`config.mk`:
```
export PLATFORM = sky130hd
export DESIGN_NAME = countdown_timer
export DESIGN_NICKNAME = d
export VERILOG_FILES = /design/src/rtl/countdown_timer_pkg.sv /design/src/rtl/countdown_timer_bcd_down_60.sv /design/src/rtl/countdown_timer.sv
export SDC_FILE = /design/constraint.sdc
export NUM_CORES = 1
export LEC_CHECK = 0
export ABC_AREA = 1
export ABC_CLOCK_PERIOD_IN_PS = 3500
export CORE_MARGIN = 1
export CORE_UTILIZATION = 55
export DETAILED_ROUTE_END_ITERATION = 7
export GPL_ROUTABILITY_DRIVEN = 0
export PLACE_DENSITY = 0.84
export SYNTH_ARGS = -nofsm -noshare
export SYNTH_HDL_FRONTEND = slang
export SYNTH_SLANG_ARGS = --single-unit
```
`constraint.sdc`:
```
create_clock -name clk -period 3.5 [get_ports clk]
set_input_delay 0.7 -clock clk [delete_from_list [all_inputs] [get_ports clk]]
set_output_delay 0.7 -clock clk [all_outputs]
set_load 0.005 [all_outputs]
```
`src/rtl/countdown_timer_pkg.sv`:
```
// Shared types and helpers for the mm:ss countdown timer.
// State encoding, BCD limits and the BCD range check live here.
package countdown_timer_pkg;

    typedef enum logic [1:0] {
        ST_IDLE  = 2'd0,
        ST_RUN   = 2'd1,
        ST_PAUSE = 2'd2,
        ST_DONE  = 2'd3
    } state_e;

    localparam logic [7:0] BCD_00 = 8'h00;
    localparam logic [7:0] BCD_01 = 8'h01;
    localparam logic [7:0] BCD_59 = 8'h59;

    // True when v is a legal 00-59 BCD value.
    function automatic logic bcd_valid(input logic [7:0] v);
        return (v[7:4] <= 4'd5) && (v[3:0] <= 4'd9);
    endfunction

endpackage

```
`src/rtl/countdown_timer_bcd_down_60.sv`:
```
// BCD mod-60 down counter with parallel load.
// borrow is high when an enabled step wraps 00 -> 59.
module bcd_down_60
    import countdown_timer_pkg::*;
(
    input  logic       clk,
    input  logic       reset,
    input  logic       load,
    input  logic [7:0] load_val,
    input  logic       en,
    output logic [7:0] val,
    output logic       borrow
);

    logic [7:0] val_q;
    logic [7:0] val_d;

    // Next value: load wins, otherwise one BCD step down on enable.
    always_comb begin
        val_d = val_q;
        if (load) begin
            val_d = load_val;
        end else if (en) begin
            if (val_q == BCD_00) begin
                val_d = BCD_59;
            end else if (val_q[3:0] != 4'd0) begin
                val_d = {val_q[7:4], val_q[3:0] - 4'd1};
            end else begin
                val_d = {val_q[7:4] - 4'd1, 4'd9};
            end
        end
    end

    // Counter register.
    always_ff @(posedge clk or negedge reset) begin
        if (!reset) begin
            val_q <= BCD_00;
        end else begin
            val_q <= val_d;
        end
    end

    assign val    = val_q;
    assign borrow = en && (val_q == BCD_00);

endmodule

```
`src/rtl/countdown_timer.sv`:
```
// mm:ss BCD countdown timer with start/pause/load control.
// Prescaler and control FSM; digits held in two bcd_down_60.
module countdown_timer
    import countdown_timer_pkg::*;
#(
    parameter int TICK_DIV = 100000000
) (
    input  logic       clk,
    input  logic       reset,
    input  logic       load,
    input  logic [7:0] preset_min,
    input  logic [7:0] preset_sec,
    input  logic       start,
    input  logic       pause,
    output logic [7:0] min,
    output logic [7:0] sec,
    output logic       running,
    output logic       alarm,
    output logic       sec_borrow,
    output logic       load_err
);

    localparam int PW = (TICK_DIV > 1) ? $clog2(TICK_DIV) : 1;
    localparam logic [PW-1:0] LAST = PW'(TICK_DIV - 1);

    state_e        state_q, state_d;
    logic [PW-1:0] presc_q, presc_d;
    logic          running_q, running_d;
    logic          alarm_q, alarm_d;
    logic          borrow_q, borrow_d;
    logic          err_q, err_d;

    logic          load_ok;
    logic          cnt_load;
    logic          tick;
    logic          at_zero;
    logic          sec_wrap;
    logic          min_wrap;

    assign load_ok = load && bcd_valid(preset_min)
                          && bcd_valid(preset_sec);
    assign at_zero = (min == BCD_00) && (sec == BCD_00);

    // Next state, prescaler and digit-load control.
    always_comb begin
        state_d  = state_q;
        presc_d  = presc_q;
        tick     = 1'b0;
        cnt_load = 1'b0;
        unique case (state_q)
            ST_IDLE: begin
                if (load) begin
                    if (load_ok) begin
                        cnt_load = 1'b1;
                        presc_d  = '0;
                    end
                end else if (start && !at_zero) begin
                    state_d = ST_RUN;
                    presc_d = '0;
                end
            end
            ST_RUN: begin
                if (presc_q == LAST) begin
                    tick    = 1'b1;
                    presc_d = '0;
                end else begin
                    presc_d = presc_q + PW'(1);
                end
                if (tick && (min == BCD_00) && (sec == BCD_01)) begin
                    state_d = ST_DONE;
                end else if (pause) begin
                    state_d = ST_PAUSE;
                end
            end
            ST_PAUSE: begin
                if (load) begin
                    if (load_ok) begin
                        cnt_load = 1'b1;
                        presc_d  = '0;
                        state_d  = ST_IDLE;
                    end
                end else if (start) begin
                    state_d = ST_RUN;
                end
            end
            ST_DONE: begin
                if (load_ok) begin
                    cnt_load = 1'b1;
                    presc_d  = '0;
                    state_d  = ST_IDLE;
                end
            end
            default: state_d = ST_IDLE;
        endcase
    end

    // Registered status outputs follow the next state.
    always_comb begin
        running_d = (state_d == ST_RUN);
        alarm_d   = (state_d == ST_DONE);
        borrow_d  = sec_wrap;
        err_d     = load && !load_ok && (state_q != ST_RUN);
    end

    // Control and status registers.
    always_ff @(posedge clk or negedge reset) begin
        if (!reset) begin
            state_q   <= ST_IDLE;
            presc_q   <= '0;
            running_q <= 1'b0;
            alarm_q   <= 1'b0;
            borrow_q  <= 1'b0;
            err_q     <= 1'b0;
        end else begin
            state_q   <= state_d;
            presc_q   <= presc_d;
            running_q <= running_d;
            alarm_q   <= alarm_d;
            borrow_q  <= borrow_d;
            err_q     <= err_d;
        end
    end

    bcd_down_60 u_sec (
        .clk      (clk),
        .reset    (reset),
        .load     (cnt_load),
        .load_val (preset_sec),
        .en       (tick),
        .val      (sec),
        .borrow   (sec_wrap)
    );

    bcd_down_60 u_min (
        .clk      (clk),
        .reset    (reset),
        .load     (cnt_load),
        .load_val (preset_min),
        .en       (sec_wrap),
        .val      (min),
        .borrow   (min_wrap)
    );

    assign running    = running_q;
    assign alarm      = alarm_q;
    assign sec_borrow = borrow_q;
    assign load_err   = err_q;

endmodule

```
==> summary.md <==
| Metric | Value |
|---|---|
| DRC | `0` |
| Crit-path cells | `clkdlybuf4s50_1 > inv_2 > nor2_1 > nand2_1 > nor2_1 > nand2_2 > nor2_4 > inv_2 > nand2_2 > nand2_2 > nor2_1 > a21oi_1` |
| Setup bufs post-CTS | `0` |
| Vias/cell | `5.42` |
| Clk_skew | `0.00914 ns` |
| Crit. End Element | `flip-flop` |
| Initial Utilization | `0.584` |
| Mapped Nets | `510` |
| Async set or reset register ratio after synthesis | `1.00` |
| Final setup vio count | `0` |
| Final core utilization | `0.681` |
| WP buf/inv | `3` |
| P&R area growth vs syn | `16.6%` |
| Layout cells sized above 1 | `0.0705` |
| VDD IR max | `0.000343 V` |
| Sequential fraction of the synthesis area | `0.374` |
| Achievable Freq | `0.407 GHz` |
| WP data arrival | `2.65 ns` |
| CORE AREA | `0.00561 mm²` |
| Max Fanout on Critical Path | `19` |
| Dpl ws | `0.741 ns` |
| Site row count | `27` |
| Post-layout min period | `2.46 ns` |
| Post-CTS Hold Buffers | `0` |
| Netlist cell types | `32` |
| Final #Nets | `549` |
| Commonest cells in the synthesized netlist | `138 x nand2_1, 62 x inv_1, 58 x nor2_1` |
| Area leader, netlist | `dfrtp_1` |
| Full die area | `0.00627 mm²` |
| Leak | `1.90 nW` |
| Register area | `0.00123 mm²` |
| Slew headroom | `0.277` |
| Root buf cell | `clkbuf_8` |
| Drt wl/cell | `13.0 µm` |
| I/O pins | `41` |
| Overall power | `2.05 mW` |
| Initial DRC count | `218` |
| Global-route wire length before repair | `13.3 mm` |
| Top cells by area, synth | `dfrtp_1 37%, nand2_1 16%, inv_1 7.1%, nor2_1 6.6%, nand3_1 6.3%` |
| Die width | `79.2 µm` |
| H-tree levels | `2` |
| Final Cycle Share | `0.702` |
| Fin cells | `597` |
| Fill count | `501` |
| Fin. Hold Viols | `0` |
| Final Max Tran Viols | `0` |
| Antenna diodes | `0` |
| Gates resized, CTS repair | `0` |
| Gr ovfl total | `0` |
| Post-route cell area | `0.00382 mm²` |
| Primary FF master, synth | `dfrtp_1` |
| Mapped cell area | `0.00328 mm²` |
| Setup WS post-layout | `1.04 ns` |
| Vias in the first global route | `3010` |
| Critical path class | `input pin to flip-flop` |
| Post-Route WL | `7.78 mm` |
| CP max-delay cell | `clkdlybuf4s50_1` |
| Pin count of the biggest net entering global routing | `50` |
| RSZ-0062 raised after global routing | `no` |
| YS warnings | `0` |
| Initial antenna violation count | `0` |
| TritonCTS buffer count | `5` |
| Critical path's largest stage delay | `0.54 ns` |
| Multi-input logic area | `0.00174 mm²` |
| Syn Area/Cell | `6.76 µm²` |
| DRT Pass-1 Iters | `5` |
| Min Hold Slack | `0.502 ns` |
| Reg2reg setup slack | `1.36 ns` |
| Hold crit path type | `flip-flop to flip-flop` |
| Clk Latency, worst-skew pair | `0.31 ns` |
| Number of buffers added on ports | `40` |
| Post-synth EDFFs | `0` |
| Critical path required time | `3.70 ns` |
| Cell Pwr Density | `537 mW/mm²` |
| Critical path launch point type | `input pin` |
| CP top delay family | `simple AND/OR/NAND/NOR gates` |
| CTS tree | `yes` |
| Routed vias | `3234` |
| Die Y | `79.2 µm` |
| Top cell type's share of synthesized area | `0.374` |
| Routed Antenna Nets | `0` |
| Clk slew on worst S/H paths | `0.09 ns` |
| Post-Syn Instances | `485` |
| Clock Sinks | `49` |
| Outcome | `finished, final reports clean` |
| Yosys reg bits | `49` |
| CTS Buffer Depth | `2` |
| Placed cell areas | `0.00370 mm²` |
| HPWL Detailed | `5.72 mm` |
| Placed Instances | `589` |
| Max_cap viols | `0` |
| Worst Tran Pin Value | `1.09 ns` |
| GR Util All Layers | `0.269` |
| Count leader, synth | `nand2_1` |
| Aggregate negative setup slack | `0 ns` |
## power breakdown
group / total (mW) / switching (mW) / internal (mW)
combinational: 0.787 / 0.462 / 0.325
sequential: 0.837 / 0.151 / 0.686
clock: 0.428 / 0.195 / 0.233
## worst reg2reg max path, stage by stage, from the launching register on
cell and delay [ns]:
dfrtp_1 0.40, ha_1 0.22, inv_1 0.08, nor2_2 0.16
nand2_2 0.13, nor2_4 0.17, nand2_4 0.08, nand2_4 0.18
inv_2 0.27, nand2_1 0.15, nand2_1 0.06, nand2_1 0.07
o21ai_0 0.07
## cells in the final DEF (no fill, tap or decap), types with 2 or more instances in the layout
cell	synthesis	routed
nor2_4	5	5
nand3b_1	3	3
xnor2_1	2	2
nand3_1	41	41
o21ai_0	35	35
nand2_4	3	3
nand4_1	7	7
xor2_1	3	3
inv_1	62	62
nand2_2	5	5
nor2_1	58	58
o21ai_1	9	9
nand2_1	138	138
nor3_1	10	10
inv_2	5	5
a21oi_1	16	16
clkdlybuf4s50_1	0	39
o211ai_1	2	2
a22oi_1	2	2
clkbuf_8	0	6
dfrtp_1	49	49
ha_1	4	4
nor2_2	7	7
a31oi_1	3	3
## layout make-up
cell class,instances,area share
multi-input cells,361,0.456
flip-flops and latches,49,0.321
repair buffers,40,0.104
inverters,67,0.0658
well taps,72,0.0236
clock buffers,7,0.0226
clock inverters,1,0.00786
## path summary, 6_finish.rpt
| kind | start | depth (start not counted) | to |
|---|---|---|---|
| min in group asynchronous | reset | 1 | u_sec.val[2]$_DFFE_PN0P_ |
| max | load | 12 | u_min.val[4]$_DFFE_PN0P_ |
| min | presc_q[23]$_DFFE_PN0P_ | 1 | presc_q[23]$_DFFE_PN0P_ |
| min reg2reg | presc_q[23]$_DFFE_PN0P_ | 1 | presc_q[23]$_DFFE_PN0P_ |
| max reg2reg | presc_q[0]$_DFFE_PN0P_ | 12 | presc_q[23]$_DFFE_PN0P_ |
| max in group asynchronous | reset | 1 | presc_q[26]$_DFFE_PN0P_ |
## logic make-up after synthesis
| group | Yosys count | synth area share |
|---|---|---|
| compound gates | 70 | 0.116 |
| buf+inv | 75 | 0.0947 |
| simple gates | 282 | 0.386 |
| fa+ha+maj | 4 | 0.0153 |
| xor+xnor | 5 | 0.0134 |
| flops | 49 | 0.374 |
## flip-flops by register name (all words and copies together) (netlist names)
signal	cells
presc_q	27
running	1
u_sec.val	8
load_err	1
sec_borrow	1
u_min.val	8
alarm	1
state_q	2
## per-layer routing
layer  GRT usage  routed length (µm)  vias up
li1            -                   -     1623
met1       0.347                3490     1479
met2       0.461                3730      124
met3      0.0471                 480        8
met4      0.0764                  77        0
met5           0                   0        -
Note: power is estimated with default switching activity, not from simulation.
